## src/rtl/vram_port_arb.sv

```systemverilog
// VRAM port A arbiter and fill sequencer.
// Shares one VRAM write/read port between single-byte CPU accesses and a
// constant-colour fill engine. Port B (display scan-out) is not touched here.
//
// CPU handshake: i_cpu_req is raised with i_cpu_we/i_cpu_addr/i_cpu_wdata
// stable and held until o_cpu_ack pulses for one cycle. The request is only
// sampled in IDLE or FILL, so keeping it high through the ack cycle never
// starts a duplicate access.
module vram_port_arb #(
    parameter int unsigned VRAM_WORDS = 327680,
    parameter int unsigned STARVE_MAX = 4
) (
    input  logic        i_clk,
    input  logic        i_rst,
    input  logic        i_cpu_req,
    input  logic        i_cpu_we,
    input  logic [18:0] i_cpu_addr,
    input  logic [7:0]  i_cpu_wdata,
    output logic        o_cpu_ack,
    output logic [7:0]  o_cpu_rdata,
    input  logic        i_fill_start,
    input  logic [18:0] i_fill_base,
    input  logic [18:0] i_fill_len,
    input  logic [7:0]  i_fill_color,
    output logic        o_fill_busy,
    output logic        o_fill_done,
    output logic [18:0] o_vram_addra,
    output logic [7:0]  o_vram_dina,
    output logic        o_vram_wea,
    input  logic [7:0]  i_vram_douta,
    output logic [2:0]  o_dbg_state
);

    localparam logic [18:0] LP_LIMIT = 19'(VRAM_WORDS);
    localparam int SW = $clog2(STARVE_MAX + 1);
    localparam logic [SW-1:0] LP_STARVE_MAX = SW'(STARVE_MAX);
    localparam logic [SW-1:0] LP_STARVE_ONE = SW'(1);

    typedef enum logic [2:0] {
        ST_IDLE    = 3'd0,
        ST_CPU_ACC = 3'd1,
        ST_CPU_RD  = 3'd2,
        ST_CPU_ACK = 3'd3,
        ST_FILL    = 3'd4
    } state_t;

    state_t r_state;
    state_t w_next;
    logic   w_grant;

    logic          r_cpu_we;
    logic [18:0]   r_cpu_addr;
    logic [7:0]    r_cpu_wdata;
    logic [7:0]    r_cpu_rdata;

    logic          r_fill_busy;
    logic          r_fill_done;
    logic [18:0]   r_ptr;
    logic [18:0]   r_remain;
    logic [7:0]    r_fill_color;
    logic [SW-1:0] r_starve;

    logic [18:0]   r_port_addr;
    logic [7:0]    r_port_din;

    logic          w_cpu_in_range;
    logic          w_fill_write;
    logic          w_fill_empty;
    logic          w_fill_end;
    logic          w_cpu_blocked;
    logic [18:0]   w_addra;
    logic [7:0]    w_dina;
    logic          w_wea;

    assign w_cpu_in_range = (r_cpu_addr < LP_LIMIT);

    // A fill write happens only in FILL with bytes left and an in-range pointer.
    assign w_fill_write = (r_state == ST_FILL) && r_fill_busy &&
                          (r_remain != 19'd0) && (r_ptr < LP_LIMIT);

    // Zero-length or out-of-range launches end without writing anything.
    assign w_fill_empty = r_fill_busy &&
                          ((r_remain == 19'd0) || (r_ptr >= LP_LIMIT));

    // End on the last byte, or on the last in-range address (clip).
    assign w_fill_end = w_fill_empty ||
                        (w_fill_write && ((r_remain == 19'd1) ||
                                          (r_ptr == LP_LIMIT - 19'd1)));

    // A fill write in this cycle clears the starve count, so the CPU may be
    // granted alongside it; otherwise a full count holds the CPU off.
    assign w_cpu_blocked = (r_starve >= LP_STARVE_MAX) && !w_fill_write;

    // Next-state and grant decision.
    always_comb begin
        w_next  = r_state;
        w_grant = 1'b0;
        case (r_state)
            ST_IDLE: begin
                if (i_cpu_req && !w_cpu_blocked) begin
                    w_grant = 1'b1;
                    w_next  = ST_CPU_ACC;
                end else if (r_fill_busy) begin
                    w_next = ST_FILL;
                end
            end
            ST_CPU_ACC: w_next = r_cpu_we ? ST_CPU_ACK : ST_CPU_RD;
            ST_CPU_RD:  w_next = ST_CPU_ACK;
            ST_CPU_ACK: w_next = ST_IDLE;
            ST_FILL: begin
                if (i_cpu_req && !w_cpu_blocked) begin
                    w_grant = 1'b1;
                    w_next  = ST_CPU_ACC;
                end else if (!r_fill_busy || w_fill_end) begin
                    w_next = ST_IDLE;
                end
            end
            default: w_next = ST_IDLE;
        endcase
    end

    // State register.
    always_ff @(posedge i_clk) begin
        if (i_rst) r_state <= ST_IDLE;
        else       r_state <= w_next;
    end

    // Latch the CPU request on grant; capture read data in CPU_RD.
    always_ff @(posedge i_clk) begin
        if (i_rst) begin
            r_cpu_we    <= 1'b0;
            r_cpu_addr  <= 19'd0;
            r_cpu_wdata <= 8'd0;
            r_cpu_rdata <= 8'd0;
        end else begin
            if (w_grant) begin
                r_cpu_we    <= i_cpu_we;
                r_cpu_addr  <= i_cpu_addr;
                r_cpu_wdata <= i_cpu_wdata;
            end
            if (r_state == ST_CPU_RD)
                r_cpu_rdata <= w_cpu_in_range ? i_vram_douta : 8'h00;
        end
    end

    // Fill launch, pointer/remaining update and completion pulse.
    always_ff @(posedge i_clk) begin
        if (i_rst) begin
            r_fill_busy  <= 1'b0;
            r_fill_done  <= 1'b0;
            r_ptr        <= 19'd0;
            r_remain     <= 19'd0;
            r_fill_color <= 8'd0;
        end else begin
            r_fill_done <= 1'b0;
            if (!r_fill_busy) begin
                if (i_fill_start) begin
                    r_fill_busy  <= 1'b1;
                    r_ptr        <= i_fill_base;
                    r_remain     <= i_fill_len;
                    r_fill_color <= i_fill_color;
                end
            end else begin
                if (w_fill_write) begin
                    r_ptr    <= r_ptr + 19'd1;
                    r_remain <= r_remain - 19'd1;
                end
                if (w_fill_end) begin
                    r_fill_busy <= 1'b0;
                    r_fill_done <= 1'b1;
                end
            end
        end
    end

    // Starve counter: counts CPU grants while a fill waits, reset by fill writes.
    always_ff @(posedge i_clk) begin
        if (i_rst || !r_fill_busy) begin
            r_starve <= '0;
        end else if (w_fill_write) begin
            r_starve <= w_grant ? LP_STARVE_ONE : '0;
        end else if (w_grant) begin
            r_starve <= r_starve + LP_STARVE_ONE;
        end
    end

    // Port mux built only from registers; idle cycles replay the last values.
    always_comb begin
        w_addra = r_port_addr;
        w_dina  = r_port_din;
        w_wea   = 1'b0;
        if (r_state == ST_CPU_ACC) begin
            w_addra = r_cpu_addr;
            w_dina  = r_cpu_wdata;
            w_wea   = r_cpu_we && w_cpu_in_range;
        end else if (w_fill_write) begin
            w_addra = r_ptr;
            w_dina  = r_fill_color;
            w_wea   = 1'b1;
        end
    end

    // Hold registers for the port address/data.
    always_ff @(posedge i_clk) begin
        if (i_rst) begin
            r_port_addr <= 19'd0;
            r_port_din  <= 8'd0;
        end else begin
            r_port_addr <= w_addra;
            r_port_din  <= w_dina;
        end
    end

    assign o_cpu_ack    = (r_state == ST_CPU_ACK);
    assign o_cpu_rdata  = r_cpu_rdata;
    assign o_fill_busy  = r_fill_busy;
    assign o_fill_done  = r_fill_done;
    assign o_vram_addra = w_addra;
    assign o_vram_dina  = w_dina;
    assign o_vram_wea   = w_wea;
    assign o_dbg_state  = r_state;

endmodule

```

## config.mk

```make
export PLATFORM = sky130hd
export DESIGN_NAME = vram_port_arb
export DESIGN_NICKNAME = d
export VERILOG_FILES = /design/src/rtl/vram_port_arb.sv
export SDC_FILE = /design/constraint.sdc
export NUM_CORES = 1
export LEC_CHECK = 0
export BUFFER_PORTS_ARGS = -buffer_cell sky130_fd_sc_hd__buf_4
export CORE_ASPECT_RATIO = 1.1
export CORE_MARGIN = 4
export CORE_UTILIZATION = 27
export DETAILED_ROUTE_END_ITERATION = 6
export PLACE_DENSITY = 0.52
export SETUP_SLACK_MARGIN = 0.4
export SLEW_MARGIN = 20
export SYNTH_ARGS = -nofsm -noshare
export SYNTH_HDL_FRONTEND = slang
export SYNTH_SLANG_ARGS = --single-unit
```

## constraint.sdc

```tcl
create_clock -name i_clk -period 4.6 [get_ports i_clk]
set_clock_uncertainty 0.05 [all_clocks]
set_input_delay 0.23 -clock i_clk [delete_from_list [all_inputs] [get_ports i_clk]]
set_output_delay 0.23 -clock i_clk [all_outputs]
set_load 0.005 [all_outputs]
```

# Word level (Yosys, flattened, before mapping)
# Index checks and enable logic that the tools add are counted.
dict set report op_classes {
  addsub 3
  mul 0
  n_div 0
  n_lt_le_gt_ge 4
  eq_ne 9
  shift 0
  mux 28
  n_bitwise 1
  reduce_logical 26
}
# operator count
set ops {}
lappend ops {{$mux 19} 8}
lappend ops {{$lt 19x19->1 const B} 2}
lappend ops {{$mux 8} 3}
lappend ops {{$add 19x1->19 const B} 1}
lappend ops {{$eq 19x1->1 const B} 1}
lappend ops {{$eq 19x19->1 const B} 1}
lappend ops {{$ge 19x19->1 const B} 1}
lappend ops {{$logic_not 19->1} 1}
lappend ops {{$reduce_bool 19->1} 1}
lappend ops {{$sub 19x1->19 const B} 1}
lappend ops {{$mux 3} 6}
lappend ops {{$pmux 3 s4} 1}
lappend ops {{$mux 1} 10}
lappend ops {{$logic_and 1x1->1} 8}
lappend ops {{$eq 3x2->1 const B} 2}
lappend ops {{$reduce_and 2->1} 3}
lappend ops {{$logic_or 1x1->1} 5}
lappend ops {{$reduce_bool 2->1} 2}
lappend ops {{$reduce_or 2->1} 2}
lappend ops {{$add 3x1->3 const B} 1}
lappend ops {{$eq 3x1->1 const B} 1}
lappend ops {{$eq 3x3->1 const B} 1}
lappend ops {{$ge 3x3->1 const B} 1}
lappend ops {{$logic_not 1->1} 3}
lappend ops {{other kinds (5)} 5}
dict set report totals {
  regBits 117
  latch_bits 0
  ram_bits 0
  rom_bits 0
  n_memories 0
}

# Depth between registers and ports, before layout
dict set report logic_depth {
  ltp_word 12
  mapped_depth 10
  ltp_nobuf 8
}

# Least setup slack after synthesis
# OpenSTA, ideal clock, no wires.
dict set report synth_path {
  path_kind {register to register}
  startpoint {reg r_remain[0]}
  endpoint {reg r_remain[16]}
  t_arrival_ps 1943
  t_required_ps 4424
  setup_slack_ps 2481
  path_stages_with_launch 9
  path_buffers 0
  synth_period_minus_slack_ps 2119
  path_cell_list {dfxtp_1 > inv_1 > ha_1 > nor4b_2 > nand2_1 > or4_4 > or3_1 > a21oi_1 > o21ai_0}
}
dict set report synth_between {
  elab_chain_len 5
}
# element line
set synth_rtl {}
lappend synth_rtl {{start: declaration} 59} ;# logic [18:0] r_remain;
lappend synth_rtl {{start signal: assignment} 160} ;# r_remain <= i_fill_len;
lappend synth_rtl {{start signal: assignment} 166} ;# r_remain <= r_remain - 19'd1;
lappend synth_rtl {{branches (longest 5 deep; another with $sub 19x1->19)} --}
# Several ways; the timed one is not identified. The select of a mux whose other input is x is not followed.
# A chain may end at the register's enable or synchronous reset.

# Worst setup path in the final report
dict set report layout_path {
  startpoint {reg r_remain[0]}
  endpoint {out o_vram_addra[13]}
}
dict set report layout_between {
  elab_chain_len 5
}
# element line
set layout_rtl {}
lappend layout_rtl {{$reduce_bool 19->1} 79} ;# (r_remain != 19'd0) && (r_ptr < LP_LIMIT);
lappend layout_rtl {{$logic_and 1x1->1} 78} ;# assign w_fill_write = (r_state == ST_FILL) && r_fill_busy &&
lappend layout_rtl {{$logic_and 1x1->1} 79}
lappend layout_rtl {{$mux 19} 196} ;# end else if (w_fill_write) begin
lappend layout_rtl {{$mux 19} 192} ;# if (r_state == ST_CPU_ACC) begin
lappend layout_rtl {{end: declaration} 27} ;# output logic [18:0] o_vram_addra,
# Every way passes these cells.

==> results_dict.tcl <==
set metrics [dict create \
    worst_r2r_startpoint "r_remain[0]" \
    path_delay_family "compound AO/OA/AOI/OAI gates" \
    tns_ns 0 \
    cp-end-kind "output pin" \
    overflow 0 \
    syn_nets 856 \
    yosysMostFrequentCell "nand2_1" \
    cpPeakStageDelay_ns 0.58 \
    p_per_area_nw_per_um2 408 \
    clkTransAtPathRegs_ns 0.06 \
    finalNetCount 979 \
    ys_ff_latch 117 \
    crit_path_end "o_vram_addra[13]" \
    tightest_slew_ns 0.976 \
    layout-drive-gt1-share 0.203 \
    synth_seq_area_share 0.413 \
    ios 128 \
    clock_latency_ns 0.42 \
    wl_per_cell_um 16.0 \
    crit_buf_inv 3 \
    use_met2 0.223 \
    grtUsageMet1 0.230 \
    cp_common_cell "buf_4" \
    reg2regPathDepth 9 \
    synth.top_cells.by_area "dfxtp_1 41%, nand2_1 12%, a21oi_1 7.2%" \
    path_cells "inv_1 > ha_1 > nor4b_2 > nand4_1 > o21ai_4 > buf_4 > nand2_1 > a31oi_1 > buf_4" \
    status "finished clean" \
    place_hpwl_um 12700 \
    gp_congestion 0.764 \
    crit_cells 9 \
    grt_max_degree 100 \
    ant_nets 0 \
    syn_avg_cell_area_um2 7.42 \
    dp.cells 1101 \
    period_share 0.747 \
    cts_post_setup_buffers_inserted 0 \
    routed_wl_um 18500 \
    die_w_um 146 \
    yosysTopAreaCell "dfxtp_1" \
    design.die.area_um2 23400 \
    cts-buffers-inserted 17 \
    synth_cell_types 51 \
    vias 5676 \
    antenna_found_initial 0 \
    finalNonFillerCells 1156 \
    startpoint_type "flop" \
    seqCellArea_um2 2340 \
    core_um2 20600 \
    final_cell_area_um2 7580 \
    cp.arrival_ns 3.15 \
    dr.pass1.iters 5 \
    io_buffers 127 \
    yosys_warnings 0 \
    cts_sinks 117 \
    final_util 0.367 \
    synth_cells 764 \
    syn_area_um2 5670 \
    rsz0062_at_grt "no" \
    final-hold-violation-count 0 \
    fin_crit_ns 3.43 \
    tritoncts "yes" \
    die_h_um 160 \
    h-tree-depth 4 \
    drc 0 \
    synth-edff-count 0 \
    reg2reg_slack_ns 1.63 \
    report.final.slew_viol_count 0 \
    cap_violations 0 \
    grt.busiest_layer "met1" \
    num_rows 55 \
    worst_hold_path_type "input pin to flop" \
    track_usage 0.156 \
    cts_root_buf "clkbuf_16" \
    diodes 0 \
    worstPathMaxFanout 20 \
    max_freq_ghz 0.291 \
    start_util 0.275 \
    leakagePower_nw 3.00 \
    grt_first_pass_wirelength_um 29300 \
    syn2layout_area_growth_pct 33.7 \
    clockBufferDepth 2 \
    drt_iter0_markers 439 \
    grt_pass1_vias 5244 \
    grtUsageMet3 0.0315 \
    slew-limit-headroom 0.343 \
    setup_viol 0 \
    vdd_drop_max_mv 0.149 \
    r2r-end "r_cpu_addr[3]" \
    place_area_um2 6770 \
    fillers 2147 \
    synthTopCellsByCount "175 x nand2_1, 117 x dfxtp_1, 81 x a21oi_1" \
    vias_per_cell 4.91 \
    synth_top_area_share 0.413 \
    startpoint "r_remain[0]" \
    slowest_stage "o21ai_4" \
    async_flop_share 0 \
    crit_required_ns 4.32 \
    criticalPathCategory "flop to output pin" \
    multi_input_area_um2 3030 \
    synth_flop_cell "dfxtp_1" \
]
area by class of cell:
type | count | area share
Inverter | 14 | 0.00694
Timing Repair Buffer | 159 | 0.167
Tap cell | 256 | 0.0423
Clock buffer | 20 | 0.0603
Clock inverter | 12 | 0.0139
Sequential cell | 117 | 0.309
Multi-Input combinational cell | 578 | 0.400
timing repair:
| action | in CTS | in global routing |
|---|---|---|
| endpoints found under the hold margin | 22 | 0 |
| resized for setup | 0 | 0 |
| hold buffers | 22 | 0 |
registers in the layout (all words and copies together), names as in the netlist, 3 cells and up:
name	cells
o_cpu_rdata	8
o_dbg_state	3
r_cpu_addr	19
r_cpu_wdata	8
r_fill_color	8
r_port_addr	19
r_port_din	8
r_ptr	19
r_remain	19
r_starve	3
worst min-delay path, stage by stage:
cell and delay (ns):
buf_4 0.11, nand2_1 0.05, a21oi_1 0.05
kinds of logic (layout without fill, tap and decap cells):
family / count (synthesis) / count (layout) / synth area share
and+or+nand+nor: 361 / 361 / 0.293
buffers and inverters: 69 / 205 / 0.0541
muxes: 5 / 5 / 0.00927
DFF: 117 / 117 / 0.413
adders and majority gates: 6 / 6 / 0.0132
AOI/OAI and AO/OA: 206 / 206 / 0.217
worst min-delay path by stage:
stage                    startpoint         endpoint  slack, ns  cells past startpoint
floorplan            i_fill_len[14]     r_remain[14]       0.30                      1
global placement      r_cpu_addr[1]    r_cpu_addr[1]       0.39                      2
detailed placement  r_fill_color[0]  r_fill_color[0]       0.40                      2
CTS                  i_cpu_addr[10]   r_cpu_addr[10]     0.0006                      3
global route         i_cpu_addr[12]   r_cpu_addr[12]      0.009                      3
finish               i_cpu_addr[10]   r_cpu_addr[10]       0.02                      3
routing by layer:
layer / part of all wire / vias to the layer above
li1: - / 2912
met1: 0.50 / 2601
met2: 0.43 / 144
met3: 0.051 / 19
met4: 0.015 / 0
met5: 0 / -
layout by cell type (no fill, tap or decap), types with 4 or more instances in the layout:
cell             n
a211oi_1         7
clkinvlp_4       5
nor4_1           7
a31oi_1         33
a22oi_1         18
o2bb2ai_1        5
dfxtp_1        116
ha_1             6
nand2_1        174
o21ai_0         39
nand3_1         15
nor3_1          17
nor2b_1         35
clkinv_2         4
inv_1           14
clkbuf_16       17
nor2_1          76
buf_4          136
dlygate4sd3_1   22
or4_1            5
nand4_1          8
a21oi_1         79
a21o_1           4
report_power, final:
group / switching, W / internal [W] / total (W) / leakage [nW]
Sequential: 0.0000852 / 0.00110 / 0.00119 / 0.959
Combinational: 0.000344 / 0.000297 / 0.000641 / 1.78
Clock: 0.000489 / 0.000768 / 0.00126 / 0.264
Total: 0.000918 / 0.00217 / 0.00309 / 3.00
stage by stage:
| stage | total power [W] | setup slack [ns] | hold slack [ns] |
|---|---|---|---|
| after global placement | 0.00184 | 1.61 | 0.393 |
| after detailed placement | 0.00184 | 1.59 | 0.397 |
| after CTS | 0.00312 | 1.11 | 0.000597 |
| after global routing | 0.00324 | 0.938 | 0.00946 |
| final | 0.00309 | 1.17 | 0.0189 |
| after floorplan | 0.00157 | 2.48 | 0.298 |
No activity file was read; power rests on OpenSTA's default activity.
